<file path="config.mk">
export PLATFORM = sky130hd
export DESIGN_NAME = ccode_unit_flat
export DESIGN_NICKNAME = d
export VERILOG_FILES = /design/src/rtl/ccode_if.sv /design/src/rtl/ccode_unit.sv /design/src/flat_wrapper.sv
export SDC_FILE = /design/constraint.sdc
export NUM_CORES = 1
export LEC_CHECK = 0
export ABC_AREA = 0
export ABC_CLOCK_PERIOD_IN_PS = 5600
export CAP_MARGIN = 20
export CORE_MARGIN = 4
export CORE_UTILIZATION = 55
export CTS_CLUSTER_SIZE = 30
export DETAILED_ROUTE_END_ITERATION = 6
export PLACE_DENSITY = 0.89
export SYNTH_ARGS = -nofsm -noshare
export SYNTH_HDL_FRONTEND = slang
export SYNTH_SLANG_ARGS = --single-unit
</file>
<file path="constraint.sdc">
create_clock -name clk -period 5.6 [get_ports clk]
set_clock_uncertainty 0.2 [all_clocks]
set_input_delay 1.12 -clock clk [delete_from_list [all_inputs] [get_ports clk]]
set_output_delay 1.12 -clock clk [all_outputs]
set_load 0.02 [all_outputs]
</file>
<file path="src/rtl/ccode_if.sv">
// Flag-write, request and response signals shared by ccode_unit and its neighbours.
// The master is the sequencer/ALU side; the slave is the condition-code unit.
interface ccode_if #(
   parameter int NUM_BANKS = 4
);
   localparam int BW = (NUM_BANKS > 1) ? $clog2(NUM_BANKS) : 1;

   logic [2:0]    flag_we;
   logic [BW-1:0] flag_bank;
   logic [2:0]    flag_in;

   logic          req_valid;
   logic          req_ready;
   logic          req_branch;
   logic [2:0]    req_cond;
   logic [BW-1:0] req_bank;

   logic          rsp_valid;
   logic          rsp_ready;
   logic          rsp_cond_true;

   modport master (
      output flag_we, flag_bank, flag_in,
      output req_valid, req_branch, req_cond, req_bank,
      input  req_ready,
      input  rsp_valid, rsp_cond_true,
      output rsp_ready
   );

   modport slave (
      input  flag_we, flag_bank, flag_in,
      input  req_valid, req_branch, req_cond, req_bank,
      output req_ready,
      output rsp_valid, rsp_cond_true,
      input  rsp_ready
   );
endinterface

</file>
<file path="src/rtl/ccode_unit.sv">
// Banked NVZ condition-code register with a one-stage branch-condition evaluator.
// Each accepted request yields one registered cond_true result; saturating
// counters track how many branches were evaluated and how many were taken.
module ccode_unit #(
   parameter int NUM_BANKS = 4,
   parameter bit BYPASS    = 1'b1,
   parameter int CNT_W     = 16
) (
   input  logic             clk,
   input  logic             rst_n,
   ccode_if.slave           bus,
   input  logic             cnt_clr,
   output logic [CNT_W-1:0] eval_cnt,
   output logic [CNT_W-1:0] taken_cnt
);
   localparam int            BW = (NUM_BANKS > 1) ? $clog2(NUM_BANKS) : 1;
   localparam logic [BW:0]   NB = (BW+1)'(NUM_BANKS);

   // Flags are {N,V,Z}; the condition table is indexed by the 3-bit code.
   function automatic logic cond_eval(input logic [2:0] c, input logic [2:0] nvz);
      logic n, v, z;
      n = nvz[2];
      v = nvz[1];
      z = nvz[0];
      case (c)
         3'd0:    cond_eval = ~z;
         3'd1:    cond_eval = z;
         3'd2:    cond_eval = ~z & ~n;
         3'd3:    cond_eval = n;
         3'd4:    cond_eval = z | ~n;
         3'd5:    cond_eval = n | z;
         3'd6:    cond_eval = v;
         default: cond_eval = 1'b1;
      endcase
   endfunction

   function automatic logic [CNT_W-1:0] sat_inc(input logic [CNT_W-1:0] x);
      return (&x) ? x : x + 1'b1;
   endfunction

   logic [2:0] bank_flags [NUM_BANKS];

   logic       wr_ok_p0;
   logic       rd_ok_p0;
   logic [2:0] stored_p0;
   logic [2:0] eff_p0;
   logic       result_p0;
   logic       accept_p0;

   logic       vld_p1;
   logic       cond_p1;

   // Stage p0: bank lookup, optional same-cycle write bypass, condition evaluation, handshake
   always_comb begin
      wr_ok_p0  = ({1'b0, bus.flag_bank} < NB);
      rd_ok_p0  = ({1'b0, bus.req_bank} < NB);
      stored_p0 = rd_ok_p0 ? bank_flags[bus.req_bank] : 3'b000;
      eff_p0    = stored_p0;
      for (int i = 0; i < 3; i++) begin
         if (BYPASS && wr_ok_p0 && bus.flag_we[i] && (bus.flag_bank == bus.req_bank))
            eff_p0[i] = bus.flag_in[i];
      end
      result_p0 = bus.req_branch & cond_eval(bus.req_cond, eff_p0);
      accept_p0 = bus.req_valid & bus.req_ready;
   end

   assign bus.req_ready     = ~vld_p1 | bus.rsp_ready;
   assign bus.rsp_valid     = vld_p1;
   assign bus.rsp_cond_true = cond_p1;

   // Masked per-bit flag writes; out-of-range banks are silently dropped
   always_ff @(posedge clk or negedge rst_n) begin
      if (!rst_n) begin
         for (int b = 0; b < NUM_BANKS; b++) bank_flags[b] <= 3'b000;
      end else begin
         for (int b = 0; b < NUM_BANKS; b++) begin
            for (int i = 0; i < 3; i++) begin
               if (wr_ok_p0 && (bus.flag_bank == BW'(b)) && bus.flag_we[i])
                  bank_flags[b][i] <= bus.flag_in[i];
            end
         end
      end
   end

   // Stage p1: response register; result captured at accept and held through stalls
   always_ff @(posedge clk or negedge rst_n) begin
      if (!rst_n) begin
         vld_p1  <= 1'b0;
         cond_p1 <= 1'b0;
      end else if (accept_p0) begin
         vld_p1  <= 1'b1;
         cond_p1 <= result_p0;
      end else if (bus.rsp_ready) begin
         vld_p1  <= 1'b0;
      end
   end

   // Saturating branch statistics; clear takes priority over a same-cycle increment
   always_ff @(posedge clk or negedge rst_n) begin
      if (!rst_n) begin
         eval_cnt  <= '0;
         taken_cnt <= '0;
      end else if (cnt_clr) begin
         eval_cnt  <= '0;
         taken_cnt <= '0;
      end else if (accept_p0 && bus.req_branch) begin
         eval_cnt <= sat_inc(eval_cnt);
         if (result_p0) taken_cnt <= sat_inc(taken_cnt);
      end
   end
endmodule

</file>
<file path="src/flat_wrapper.sv">
// flat-port wrapper written by rule: the top's interface ports become plain ports
module ccode_unit_flat 
#(
   parameter int NUM_BANKS = 4,
   parameter bit BYPASS    = 1'b1,
   parameter int CNT_W     = 16
)
  (clk, rst_n, cnt_clr, eval_cnt, taken_cnt, bus_flag_we, bus_flag_bank, bus_flag_in, bus_req_valid, bus_req_branch, bus_req_cond, bus_req_bank, bus_req_ready, bus_rsp_valid, bus_rsp_cond_true, bus_rsp_ready);
  ccode_if #(.NUM_BANKS(NUM_BANKS)) bus_i ();
  input  logic clk;
  input  logic rst_n;
  input  logic cnt_clr;
  output logic [CNT_W-1:0] eval_cnt;
  output logic [CNT_W-1:0] taken_cnt;
  input wire logic [$bits(bus_i.flag_we)-1:0] bus_flag_we;
  input wire logic [$bits(bus_i.flag_bank)-1:0] bus_flag_bank;
  input wire logic [$bits(bus_i.flag_in)-1:0] bus_flag_in;
  input wire logic [$bits(bus_i.req_valid)-1:0] bus_req_valid;
  input wire logic [$bits(bus_i.req_branch)-1:0] bus_req_branch;
  input wire logic [$bits(bus_i.req_cond)-1:0] bus_req_cond;
  input wire logic [$bits(bus_i.req_bank)-1:0] bus_req_bank;
  output wire logic [$bits(bus_i.req_ready)-1:0] bus_req_ready;
  output wire logic [$bits(bus_i.rsp_valid)-1:0] bus_rsp_valid;
  output wire logic [$bits(bus_i.rsp_cond_true)-1:0] bus_rsp_cond_true;
  input wire logic [$bits(bus_i.rsp_ready)-1:0] bus_rsp_ready;
  assign bus_i.flag_we = bus_flag_we;
  assign bus_i.flag_bank = bus_flag_bank;
  assign bus_i.flag_in = bus_flag_in;
  assign bus_i.req_valid = bus_req_valid;
  assign bus_i.req_branch = bus_req_branch;
  assign bus_i.req_cond = bus_req_cond;
  assign bus_i.req_bank = bus_req_bank;
  assign bus_req_ready = bus_i.req_ready;
  assign bus_rsp_valid = bus_i.rsp_valid;
  assign bus_rsp_cond_true = bus_i.rsp_cond_true;
  assign bus_i.rsp_ready = bus_rsp_ready;
  ccode_unit #(.NUM_BANKS(NUM_BANKS), .BYPASS(BYPASS), .CNT_W(CNT_W)) u_core (.clk(clk), .rst_n(rst_n), .bus(bus_i), .cnt_clr(cnt_clr), .eval_cnt(eval_cnt), .taken_cnt(taken_cnt));
endmodule
</file>
==> metrics.txt <==
first-pass GRT wire length=10.1 mm; CP startpoint kind=primary input; Max stage delay on crit path=0.79 ns; die footprint=5820 um2; reg2reg setup slack=2.74 ns; Sink Count=46; Initial Util=57.7%; RSZ-0062 raised after global routing=false; fmax=249 MHz; setup bufs post-CTS=0; diode count=0; area grow syn2layout=24.9%; CP max-delay cell=o311ai_4; WL final=5.80 mm; Clock transition at path regs=0.08 ns; post-cts sizing count=0; register area=1150 um2; Post-DP HPWL=4.16 mm; Hold Path Depth=2; synth warn=0; Worst Tran Pin Value=0.901 ns; CTS Hold Bufs=0; via count=2218; Setup TNS Final=0 ns; Die X=76.3 um; syn_area_per_cell=9.79 um2; Final min period=4.02 ns; RR Endpoint=u_core.taken_cnt[4]; Core ar.=4440 um2; vias in the first global route=2218; commonest cells in the netlist=46 x dfrtp_1, 24 x nand2_1, 23 x nor2_1, 22 x nand3_1, 21 x a21oi_1; fin nets=332; Yosys top cell area share=44.9%; DR DRC count=0; TritonCTS Buffers=5; share of layout cells above drive strength 1=9.62%; crit-path max FO=27; Critical Path RT=5.62 ns; total grt overflow=0; crit end category=register; power after layout=0.678 mW; Post-synth EDFFs=0; routability congestion estimate=0.861; antenna viol nets, final=0; Clk Latency, worst-skew pair=0.30 ns; Worst slew margin=39.8%; Iteration-0 DRC Markers=183; Worst Hold Endpoint=u_core.bus.rsp_cond_true; post-synth design cell area=2560 um2; routed len/inst=15.9 um; Async SR Flop Fraction=100%; Crit path arrival time=4.03 ns; GRT Overall Usage=21.1%; critical path type=in2reg; max-slew violation count=0; IO Port Bufs=53; Final setup viols=0; I/O Pins=54; die height=76.3 um; Cells after Synth=262; worst path cell trace=clkdlybuf4s50_1 > mux4_2 > mux2_4 > o211a_1 > o311ai_4 > o31ai_1 > a21oi_1; Peak VDD IR=0.165 mV; Post-synth top flop=dfrtp_1; final worst path period share=71.7%; min-delay src=u_core.bus.rsp_cond_true; initial antenna violation count=0; worst-case clock buffer depth=2; first drt pass iteration count=4; Yosys reg bits=46; CTS tree=built; Crit Reg-Reg Startpoint=u_core.bank_flags[2]; post-synthesis cell type count=40; max cap viols=0; Worst Hold Class=reg2reg; Fill cells=338; reg2reg path depth=6; final hold vios=0; count leader, synth=dfrtp_1; number of H-tree levels=2; Hold WS=0.291 ns; Leakage Power=1.23 nW; area leader, netlist=dfrtp_1; top post-synthesis cells by area=dfrtp_1 45%, mux2_2 6.1%, nand3_1 4.3%; status=completed; post-DR vias/cell=6.09; area of the multi-input gates=1320 um2; post-synthesis sequential area ratio=44.9%; Power per Cell Area=212 nW/um2; Rows=24; pin count of the biggest net entering global routing=47; Synthesized Nets=283; CTS root buffer=clkbuf_8
## metrics by stage
stage | util (%) | area [um2] | setup slack, ns | std cells
global route | 72.1 | 3200 | 1.37 | 364
global placement | 69.6 | 3090 | 1.40 | 355
floorplan | - | 2560 | 2.15 | 262
detailed placement | 69.6 | 3090 | 1.28 | 355
CTS | 71.6 | 3180 | 1.61 | 363
finish | 72.1 | 3200 | 1.58 | 364
## final cells by class
| class | instances | area share, % |
|---|---|---|
| clock buffers | 7 | 2.70 |
| clock inverters | 1 | 0.156 |
| inverters | 6 | 0.703 |
| multi-input cells | 197 | 41.2 |
| flip-flops and latches | 46 | 35.9 |
| well taps | 52 | 2.03 |
| repair buffers | 55 | 17.3 |
## flip-flops by register name, indices dropped and copies added (netlist names)
register / flops
u_core.eval_cnt: 16
u_core.bus.rsp_valid: 1
u_core.taken_cnt: 16
u_core.bank_flags: 12
u_core.bus.rsp_cond_true: 1
## power breakdown
part | switching [mW] | internal [mW] | total [mW]
Combinational | 0.0549 | 0.0548 | 0.110
Sequential | 0.0108 | 0.351 | 0.362
Clock | 0.106 | 0.0996 | 0.206
## cell families (layout without fill, tap and decap cells)
logic type	after synthesis	count (layout)	share of synthesized area (%)
AO/OA/AOI/OAI	46	46	12.2
multiplexers	20	20	10.3
AND/OR/NAND/NOR	115	115	23.2
XOR/XNOR	14	14	4.78
flip-flops	46	46	44.9
buffers and inverters	19	69	3.61
adder cells (fa/ha/maj)	2	2	0.976
## cells in the final DEF (no fill, tap or decap), drive strengths merged
cell type / Yosys / routed
and3: 5 / 5
inv: 6 / 6
xor2: 3 / 3
o311a: 1 / 1
mux4: 3 / 3
a21oi: 21 / 21
nand2: 24 / 24
nand2b: 2 / 2
clkdlybuf4s50: 0 / 52
o21ai: 7 / 7
a211oi: 1 / 1
nor2b: 3 / 3
nand4b: 1 / 1
o41ai: 2 / 2
nor2: 23 / 23
mux2i: 2 / 2
mux2: 15 / 15
and4: 3 / 3
xnor2: 11 / 11
or2: 1 / 1
buf: 6 / 3
or3: 8 / 8
dfrtp: 46 / 46
o211a: 1 / 1
nand4: 9 / 9
ha: 2 / 2
or4: 10 / 10
nor3: 2 / 2
clkinv: 0 / 1
and2: 1 / 1
o31ai: 11 / 11
a31oi: 1 / 1
nor3b: 1 / 1
nand3: 22 / 22
clkbuf: 7 / 7
o311ai: 1 / 1
## critical path: cells and delay by family
kind	cells	cell delay, ns
compound gates	4	1.44
buf+inv	1	0.64
mux	2	0.83
## layer usage
layer / wire (um) / part of all wire, % / vias to the layer above / track usage (%)
li1: - / - / 1056 / -
met1: 2500 / 43 / 1087 / 27.0
met2: 2990 / 52 / 68 / 36.3
met3: 259 / 4.5 / 7 / 3.66
met4: 51 / 0.88 / 0 / 7.07
met5: 0 / 0 / - / 0
## worst max-delay path by stage
stage,startpoint,endpoint,slack (ns),depth (start not counted)
global placement,bus_req_bank[0],u_core.taken_cnt[0],1.40,7
finish,bus_req_bank[0],u_core.taken_cnt[4],1.58,7
CTS,bus_req_bank[0],u_core.taken_cnt[4],1.61,7
floorplan,bus_req_bank[0],u_core.taken_cnt[4],2.15,8
global route,bus_req_bank[0],u_core.taken_cnt[13],1.37,7
detailed placement,bus_req_bank[0],u_core.taken_cnt[4],1.28,7
(Power assumes the default switching activity.)
